[config.mk]
export PLATFORM = sky130hd
export DESIGN_NAME = uart_rx_fifo
export DESIGN_NICKNAME = d
export VERILOG_FILES = /design/src/rtl/uart_rx_fifo.sv
export SDC_FILE = /design/constraint.sdc
export NUM_CORES = 1
export LEC_CHECK = 0
export CAP_MARGIN = 10
export CORE_MARGIN = 1.5
export CORE_UTILIZATION = 59
export DETAILED_ROUTE_END_ITERATION = 7
export PLACE_DENSITY = 0.86
export SYNTH_ARGS = -nofsm -noshare
export SYNTH_HDL_FRONTEND = slang
export SYNTH_SLANG_ARGS = --single-unit
export TNS_END_PERCENT = 100
[constraint.sdc]
create_clock -name clk -period 2.9 [get_ports clk]
set_clock_uncertainty 0.1 [all_clocks]
set_input_delay 0.29 -clock clk [delete_from_list [all_inputs] [get_ports clk]]
set_output_delay 0.29 -clock clk [all_outputs]
set_load 0.02 [all_outputs]
[src/rtl/uart_rx_fifo.sv]
// UART receiver (configurable data/parity/stop) with majority-vote sampling feeding a show-ahead FIFO.
// Entry visible 1 clk after the last stop-bit decision; when the FIFO is full and not popped, the frame is dropped and overrun set.
module uart_rx_fifo #(
  parameter int CLOCK_FREQ = 50000000,
  parameter int BAUD_RATE  = 115200,
  parameter int DATA_BITS  = 8,
  parameter int PARITY     = 0,
  parameter int STOP_BITS  = 1,
  parameter int FIFO_DEPTH = 4
) (
  input  logic                          clk,
  input  logic                          rst,
  input  logic                          uart_rx,
  output logic [DATA_BITS-1:0]          rx_data,
  output logic                          rx_perr,
  output logic                          rx_ferr,
  output logic                          rx_valid,
  input  logic                          rx_ready,
  output logic                          overrun,
  input  logic                          clr_overrun,
  output logic [$clog2(FIFO_DEPTH):0]   fifo_count,
  output logic                          busy
);

  localparam int CLKS_PER_BIT = CLOCK_FREQ / BAUD_RATE;
  localparam int HALF         = CLKS_PER_BIT / 2;
  localparam int CW           = $clog2(CLKS_PER_BIT);
  localparam int BW           = $clog2(DATA_BITS);
  localparam int AW           = $clog2(FIFO_DEPTH);
  localparam int EW           = DATA_BITS + 2;

  localparam logic [CW-1:0] SAMP0   = CW'(HALF - 1);
  localparam logic [CW-1:0] SAMP1   = CW'(HALF);
  localparam logic [CW-1:0] DECIDE  = CW'(HALF + 1);
  localparam logic [CW-1:0] CNT_MAX = CW'(CLKS_PER_BIT - 1);

  typedef enum logic [2:0] {ST_IDLE, ST_START, ST_DATA, ST_PAR, ST_STOP} state_t;

  state_t               state;
  logic                 sync1, sync2, prev;
  logic [CW-1:0]        cnt;
  logic [BW-1:0]        bit_idx;
  logic                 stop_idx;
  logic                 s0, s1;
  logic [DATA_BITS-1:0] rx_shift;
  logic                 perr_r, ferr_r;

  logic vote, decide, last_cnt, last_stop, exp_par, push;

  // Synchroniser and history preset high so reset release never looks like a start edge.
  always_ff @(posedge clk or negedge rst) begin
    if (!rst) begin
      sync1 <= 1'b1;
      sync2 <= 1'b1;
      prev  <= 1'b1;
    end else begin
      sync1 <= uart_rx;
      sync2 <= sync1;
      prev  <= sync2;
    end
  end

  assign vote      = (s0 & s1) | (s0 & sync2) | (s1 & sync2);
  assign decide    = (cnt == DECIDE);
  assign last_cnt  = (cnt == CNT_MAX);
  assign last_stop = (stop_idx == 1'(STOP_BITS - 1));
  assign exp_par   = (PARITY == 1) ? ~(^rx_shift) : (^rx_shift);
  assign push      = (state == ST_STOP) && decide && last_stop;

  always_ff @(posedge clk or negedge rst) begin
    if (!rst) begin
      state    <= ST_IDLE;
      cnt      <= '0;
      bit_idx  <= '0;
      stop_idx <= 1'b0;
      s0       <= 1'b0;
      s1       <= 1'b0;
      rx_shift <= '0;
      perr_r   <= 1'b0;
      ferr_r   <= 1'b0;
      busy     <= 1'b0;
    end else begin
      if (state == ST_IDLE)
        cnt <= '0;
      else
        cnt <= last_cnt ? '0 : cnt + 1'b1;
      if (cnt == SAMP0) s0 <= sync2;
      if (cnt == SAMP1) s1 <= sync2;

      case (state)
        ST_IDLE: begin
          if (prev && !sync2) begin
            state    <= ST_START;
            busy     <= 1'b1;
            bit_idx  <= '0;
            stop_idx <= 1'b0;
            perr_r   <= 1'b0;
            ferr_r   <= 1'b0;
          end
        end
        ST_START: begin
          if (decide && vote) begin
            state <= ST_IDLE;
            busy  <= 1'b0;
          end else if (last_cnt) begin
            state <= ST_DATA;
          end
        end
        ST_DATA: begin
          if (decide) rx_shift[bit_idx] <= vote;
          if (last_cnt) begin
            if (bit_idx == BW'(DATA_BITS - 1))
              state <= (PARITY != 0) ? ST_PAR : ST_STOP;
            else
              bit_idx <= bit_idx + 1'b1;
          end
        end
        ST_PAR: begin
          if (decide) perr_r <= (vote != exp_par);
          if (last_cnt) state <= ST_STOP;
        end
        ST_STOP: begin
          // Leave on the final decision, not the bit end, so a tight next start edge is caught.
          if (decide) begin
            ferr_r <= ferr_r | ~vote;
            if (last_stop) begin
              state <= ST_IDLE;
              busy  <= 1'b0;
            end
          end else if (last_cnt) begin
            stop_idx <= 1'b1;
          end
        end
        default: begin
          state <= ST_IDLE;
          busy  <= 1'b0;
        end
      endcase
    end
  end

  logic [EW-1:0] mem [FIFO_DEPTH];
  logic [AW-1:0] wr_ptr, rd_ptr;
  logic          full, pop, wr_en;
  logic [EW-1:0] head;

  assign full  = (fifo_count == (AW+1)'(FIFO_DEPTH));
  assign pop   = rx_valid & rx_ready;
  assign wr_en = push & (~full | pop);
  assign head  = mem[rd_ptr];

  always_ff @(posedge clk) begin
    if (wr_en) mem[wr_ptr] <= {rx_shift, perr_r, ferr_r | ~vote};
  end

  always_ff @(posedge clk or negedge rst) begin
    if (!rst) begin
      wr_ptr     <= '0;
      rd_ptr     <= '0;
      fifo_count <= '0;
      overrun    <= 1'b0;
    end else begin
      if (wr_en) wr_ptr <= wr_ptr + 1'b1;
      if (pop)   rd_ptr <= rd_ptr + 1'b1;
      if (wr_en && !pop)
        fifo_count <= fifo_count + 1'b1;
      else if (pop && !wr_en)
        fifo_count <= fifo_count - 1'b1;
      if (push && full && !pop)
        overrun <= 1'b1;
      else if (clr_overrun)
        overrun <= 1'b0;
    end
  end

  // Head fields forced to zero while empty so reset/idle outputs are clean.
  assign rx_valid = (fifo_count != '0);
  assign rx_data  = rx_valid ? head[EW-1:2] : '0;
  assign rx_perr  = rx_valid ? head[1] : 1'b0;
  assign rx_ferr  = rx_valid ? head[0] : 1'b0;

endmodule
==> metrics.yaml, run 1 <==
critPathCaptureType: "output pin"
synth_flop_cell: "edfxtp_1"
numClockSinks: 80
yosysWarnings: 0
hp-class: "in2reg"
final_common_cell: "edfxtp_1"
fmax_mhz: 398
clk_latency_ns: 0.33
synth-async-reset-ratio_pct: 50.0
syn_nets: 276
coreArea_mm2: 0.00592
ctsResizeCount: 0
cts.clk_slew.worst_paths_ns: 0.08
fp.dieArea_mm2: 0.00658
slew_violations: 0
drv_cap: 0
start_util_pct: 60.8
viasPerCell: 5.60
final.min_clock_period_ns: 2.51
antenna_found_initial: 0
fp.dieW_um: 81.1
diodes: 0
post_cts_buffers: 0
crit_family: "simple AND/OR/NAND/NOR gates"
fp-row-count: 28
finalNetCount: 306
grt_max_degree: 41
syn_avg_cell_area_um2: 13.9
crit_fanout: 13
cts_tree: "built"
synth_cell_types: 47
layout_setup_ws_ns: 0.390
synth_top_area_share_pct: 33.3
wire_per_inst_um: 15.5
cts-root-buf: "clkbuf_8"
dp_hpwl_mm: 4.01
num_vias: 2068
ys_seq_elements: 80
relSlewSlack_pct: 42.7
rrSetupSlack_ns: 0.41
drtIter0Drc: 78
syn-instance-count: 259
grt_pass1_vias: 2082
worstMarginPinSlew_ns: 0.860
p_leak_nw: 1.69
postRouteWirelength_mm: 5.74
gp_congestion: 0.811
critPathSlowestCell: "or3_1"
arrival_ns: 2.12
synth_edf_count: 40
setup_tns_ns: 0
fp.dieH_um: 81.1
drive_gt1_share_pct: 17.7
critPathKind: "reg2out"
port_buffers: 20
detail_route.first_pass.iterations: 4
power_density_mw_per_mm2: 672
setup_viol: 0
final_antenna_net_count: 0
outcome: "finished clean"
hold_viol: 0
clk_path_buf_depth: 2
ctsHoldBuffers: 1
crit_chain: "or3_1 -> and2_1 -> clkdlybuf4s50_1"
rsz0062_at_grt: "false"
slowest_delay_ns: 0.58
worstSetupStartpointType: "flop"
drc: 0
synth_area_leaders: "edfxtp_1 (33%), dfrtp_1 (26%), mux4_2 (6.3%), ha_1 (3.8%), mux2_2 (3.4%)"
syn-cell-area_mm2: 0.00360
layout_common_cells: "edfxtp_1 (40), dfrtp_1 (37), nor2_1 (22), clkdlybuf4s50_1 (19), and2_1 (15)"
ys_seq_area_share_pct: 61.2
place_ws_ns: 0.338
cp.required_ns: 2.51
grt_pass1_wl_mm: 9.60
crit_buf_inv: 1
grtUsageTotal_pct: 19.8
ioPinCount: 21
irDropWorstVdd_mv: 0.448
htreeDepth: 3
synthToLayoutAreaGrowth_pct: 14.2
grt_overflow: 0
numCtsBuffers: 9
yosys.area.top_type: "edfxtp_1"
min_period_over_period_pct: 86.6
worst reg2reg max path, stage by stage, from the launching register on:
cell	delay (ns)
dfrtp_1	0.46
inv_1	0.12
ha_1	0.22
nand4_1	0.18
nor4_4	0.27
ha_1	0.22
inv_1	0.06
fa_1	0.38
xor2_1	0.15
nor2_1	0.11
xor2_1	0.14
worst paths after layout:
| check | cells past startpoint | from | end |
|---|---|---|---|
| setup / recovery | 3 | fifo_count[0]$_DFFE_PN0P_ | rx_data[7] |
| hold / removal | 1 | uart_rx | sync1$_DFF_PN1_ |
| setup reg to reg | 10 | cnt[0]$_DFF_PN0_ | fifo_count[2]$_DFFE_PN0P_ |
| hold reg to reg | 0 | sync1$_DFF_PN1_ | sync2$_DFF_PN1_ |
| max in group asynchronous | 2 | rst | perr_r$_DFFE_PN0P_ |
| min in group asynchronous | 2 | rst | rx_shift[1]$_DFFE_PN0P_ |
sequential cells by signal (all words and copies together) (netlist names), 2 cells and up:
name,cells
bit_idx,3
cnt,9
fifo_count,3
mem,40
rd_ptr,2
rx_shift,8
state,3
wr_ptr,2
power by group:
group / switching [W] / internal, W / leakage [nW] / total (W)
clock: 0.000375 / 0.000480 / 0.0999 / 0.000855
combinational: 0.000251 / 0.000260 / 0.621 / 0.000511
sequential: 0.000133 / 0.00127 / 0.967 / 0.00140
total: 0.000759 / 0.00201 / 1.69 / 0.00276
metrics by stage:
step,instance area (um^2),std cells,utilization [%],hold slack (ns),total power (W)
final,4120,369,69.5,0.253,0.00276
after detailed placement,3890,352,65.8,0.247,0.00194
after floorplan,3600,259,-,-0.106,0.00174
after global placement,3890,352,65.8,0.250,0.00191
after global routing,4120,369,69.5,0.248,0.00289
after CTS,4120,369,69.5,0.243,0.00279
area by class of cell:
cell class / instances / area (um^2)
Clock buffer: 10 / 128
Clock inverter: 6 / 83.8
Fill cell: 411 / 1810
Inverter: 8 / 30.0
Multi-Input combinational cell: 165 / 1340
Sequential cell: 80 / 2210
Tap cell: 75 / 93.8
Timing Repair Buffer: 25 / 235
logic make-up after synthesis:
logic type	Yosys count	share of synthesized area (%)
AOI/OAI and AO/OA	24	3.96
xor gates and xnor gates	21	5.11
adders and majority gates	13	4.65
buffers and inverters	14	1.60
DFF	80	61.2
muxes	22	9.97
and+or+nand+nor	85	13.5
synth_stat cells (4+ instances only):
library cell and n:
ha_1 11, mux2_2 11, nand2b_1 5, edfxtp_1 40
inv_1 8, dfrtp_1 37, nand4_1 4, nor2_1 22
and2_1 15, nor3_1 4, mux4_2 10, nand2_1 12
xnor2_1 12, o21ai_0 11, nand3_1 6, xor2_1 9
clkbuf_1 4
routing by layer:
metal | global-route usage [%] | vias to the layer above | part of all wire [%]
met3 | 4.83 | 8 | 2.7
met1 | 23.7 | 1044 | 44
met2 | 34.6 | 33 | 53
li1 | - | 983 | -
met5 | 0 | - | 0
met4 | 7.76 | 0 | 0.94
Note: power is estimated with default switching activity, not from simulation.
==> run 2, diff against run 1 <==
--- a/config.mk
+++ b/config.mk
@@ -10,6 +10,7 @@
 export CORE_UTILIZATION = 59
 export DETAILED_ROUTE_END_ITERATION = 7
 export PLACE_DENSITY = 0.86
+export SETUP_SLACK_MARGIN = 0.1
 export SYNTH_ARGS = -nofsm -noshare
 export SYNTH_HDL_FRONTEND = slang
 export SYNTH_SLANG_ARGS = --single-unit
==> constraint.sdc (replaced) <==
create_clock -name clk -period 2.9 [get_ports clk]
set_clock_uncertainty 0.1 [all_clocks]
set_input_delay 0.58 -clock clk [delete_from_list [all_inputs] [get_ports clk]]
set_output_delay 0.58 -clock clk [all_outputs]
set_load 0.02 [all_outputs]
==> metrics.yaml, run 2 (synthesized netlist as in run 1, its figures left out) <==
hold_viol: 0  # unchanged
clk_path_buf_depth: 2  # unchanged
viasPerCell: 5.69  # was 5.60
crit_fanout: 12  # was 13
largest_reg_flops: 40  # unchanged
biggestRegsByFlops: "mem x40, cnt x9, rx_shift x8"  # unchanged
hp-class: "in2async"  # was in2reg
final_antenna_net_count: 0  # unchanged
fp.dieArea_mm2: 0.00658  # unchanged
min_period_over_period_pct: 89.2  # was 86.6%
crit_buf_inv: 2  # was 1
dp_hpwl_mm: 4.07  # was 4.01 mm
rrSetupSlack_ns: 0.43  # was 0.41 ns
final.min_clock_period_ns: 2.59  # was 2.51 ns
grt_overflow: 0  # unchanged
power_density_mw_per_mm2: 666  # was 672 mW/mm^2
detail_route.first_pass.iterations: 4  # unchanged
num_vias: 2099  # was 2068
finalNetCount: 306  # unchanged
numCtsBuffers: 9  # unchanged
diodes: 0  # unchanged
crit_chain: "buf_6 -> mux4_2 -> and2_1 -> dlygate4sd2_1"  # was or3_1 -> and2_1 -> clkdlybuf4s50_1
cp.required_ns: 2.22  # was 2.51 ns
setup_viol: 0  # unchanged
worstMarginPinSlew_ns: 0.903  # was 0.860 ns
fp.dieH_um: 81.1  # unchanged
postRouteWirelength_mm: 6.12  # was 5.74 mm
fp-row-count: 28  # unchanged
final_common_cell: "edfxtp_1"  # unchanged
arrival_ns: 1.91  # was 2.12 ns
slowest_delay_ns: 0.53  # was 0.58 ns
grt_pass1_vias: 2078  # was 2082
clk_latency_ns: 0.34  # was 0.33 ns
drv_cap: 0  # unchanged
coreArea_mm2: 0.00592  # unchanged
htreeDepth: 3  # unchanged
drtIter0Drc: 107  # was 78
grtUsageTotal_pct: 21.6  # was 19.8%
cts_tree: "built"  # unchanged
grt_pass1_wl_mm: 10.0  # was 9.60 mm
antenna_found_initial: 0  # unchanged
drc: 0  # unchanged
worstSetupStartpointType: "flop"  # unchanged
fp.dieW_um: 81.1  # unchanged
gp_congestion: 0.833  # was 0.811
rsz0062_at_grt: "false"  # unchanged
layout_setup_ws_ns: 0.312  # was 0.390 ns
critPathKind: "reg2out"  # unchanged
outcome: "finished clean"  # unchanged
wire_per_inst_um: 16.6  # was 15.5 um
numClockSinks: 80  # unchanged
drive_gt1_share_pct: 18.4  # was 17.7%
fmax_mhz: 386  # was 398 MHz
synthToLayoutAreaGrowth_pct: 14.4  # was 14.2%
cts-root-buf: "clkbuf_8"  # unchanged
start_util_pct: 60.8  # unchanged
ioPinCount: 21  # unchanged
critPathSlowestCell: "mux4_2"  # was or3_1
relSlewSlack_pct: 39.8  # was 42.7%
largest-register: "mem"  # unchanged
post_cts_buffers: 0  # unchanged
layout_common_cells: "edfxtp_1 (40), dfrtp_1 (36), nor2_1 (22), and2_1 (15)"  # was edfxtp_1 (40), dfrtp_1 (37), nor2_1 (22), clkdlybuf4s50_1 (19), and2_1 (15)
place_ws_ns: 0.0839  # was 0.338 ns
whs_ns: 0.258  # was 0.253 ns
p_leak_nw: 1.77  # was 1.69 nW
port_buffers: 20  # unchanged
irDropWorstVdd_mv: 0.393  # was 0.448 mV
crit_family: "multiplexers"  # was simple AND/OR/NAND/NOR gates
slew_violations: 0  # unchanged
critPathCaptureType: "output pin"  # unchanged
cts.clk_slew.worst_paths_ns: 0.08  # about the same
grt_max_degree: 41  # unchanged
setup_tns_ns: 0  # unchanged
==> run 2: changes by cell type in the layout (fill, tap and decap cells not counted), moves of 2 or more <==
cell	delta
clkdlybuf4s50_1	-10
dlygate4sd2_1	+7
dlymetal6s2s_1	+3
clkinv_1	+2
==> run 2: power breakdown <==
| group | leakage [nW] | switching (W) | internal, W |
|---|---|---|---|
| Clock | 0.0980 | 0.000377 | 0.000475 |
| Combinational | 0.710 | 0.000243 | 0.000252 |
| Sequential | 0.966 | 0.000130 | 0.00127 |
| Total | 1.77 | 0.000751 | 0.00199 |
==> run 2: stage by stage <==
| step | std cells | area [um^2] | total power (W) | utilization, % |
|---|---|---|---|---|
| after detailed placement | 353 | 3900 | 0.00192 | 65.9 |
| after floorplan | 259 | 3600 | 0.00174 | - |
| after global placement | 353 | 3900 | 0.00189 | 65.9 |
| after global routing | 369 | 4120 | 0.00287 | 69.6 |
| final | 369 | 4120 | 0.00275 | 69.6 |
| after CTS | 369 | 4110 | 0.00277 | 69.4 |
==> run 2: repair_timing <==
item,in CTS,in global routing
endpoints found under the setup margin,10,3
resized for setup,9,4
hold buffers,0,0
==> run 2: per-layer routing <==
metal  up-vias  track usage (%)  share of wire [%]
met4         0             10.9                1.7
met1      1052             25.8                 41
met2        49             36.2                 53
met3        10             5.73                3.6
li1        988                -                  -
met5         -                0                  0
==> run 2: layout make-up <==
class	count	area (um^2)
well taps	75	93.8
multi-input cells	165	1340
repair buffers	25	235
clock buffers	9	124
fillers	411	1800
flip-flops and latches	80	2210
clock inverters	7	86.3
inverters	8	30.0
==> run 2: final timing paths <==
check                                       from                         to  depth (start not counted)
hold / removal                               rst    rx_shift[5]$_DFFE_PN0P_                          1
hold reg to reg                  sync1$_DFF_PN1_            sync2$_DFF_PN1_                          0
max in group asynchronous                    rst      rd_ptr[1]$_DFFE_PN0N_                          1
setup / recovery           rd_ptr[0]$_DFFE_PN0N_                 rx_data[0]                          4
setup reg to reg                cnt[0]$_DFF_PN0_  fifo_count[2]$_DFFE_PN0P_                         10
min in group clk                 sync1$_DFF_PN1_            sync2$_DFF_PN1_                          0
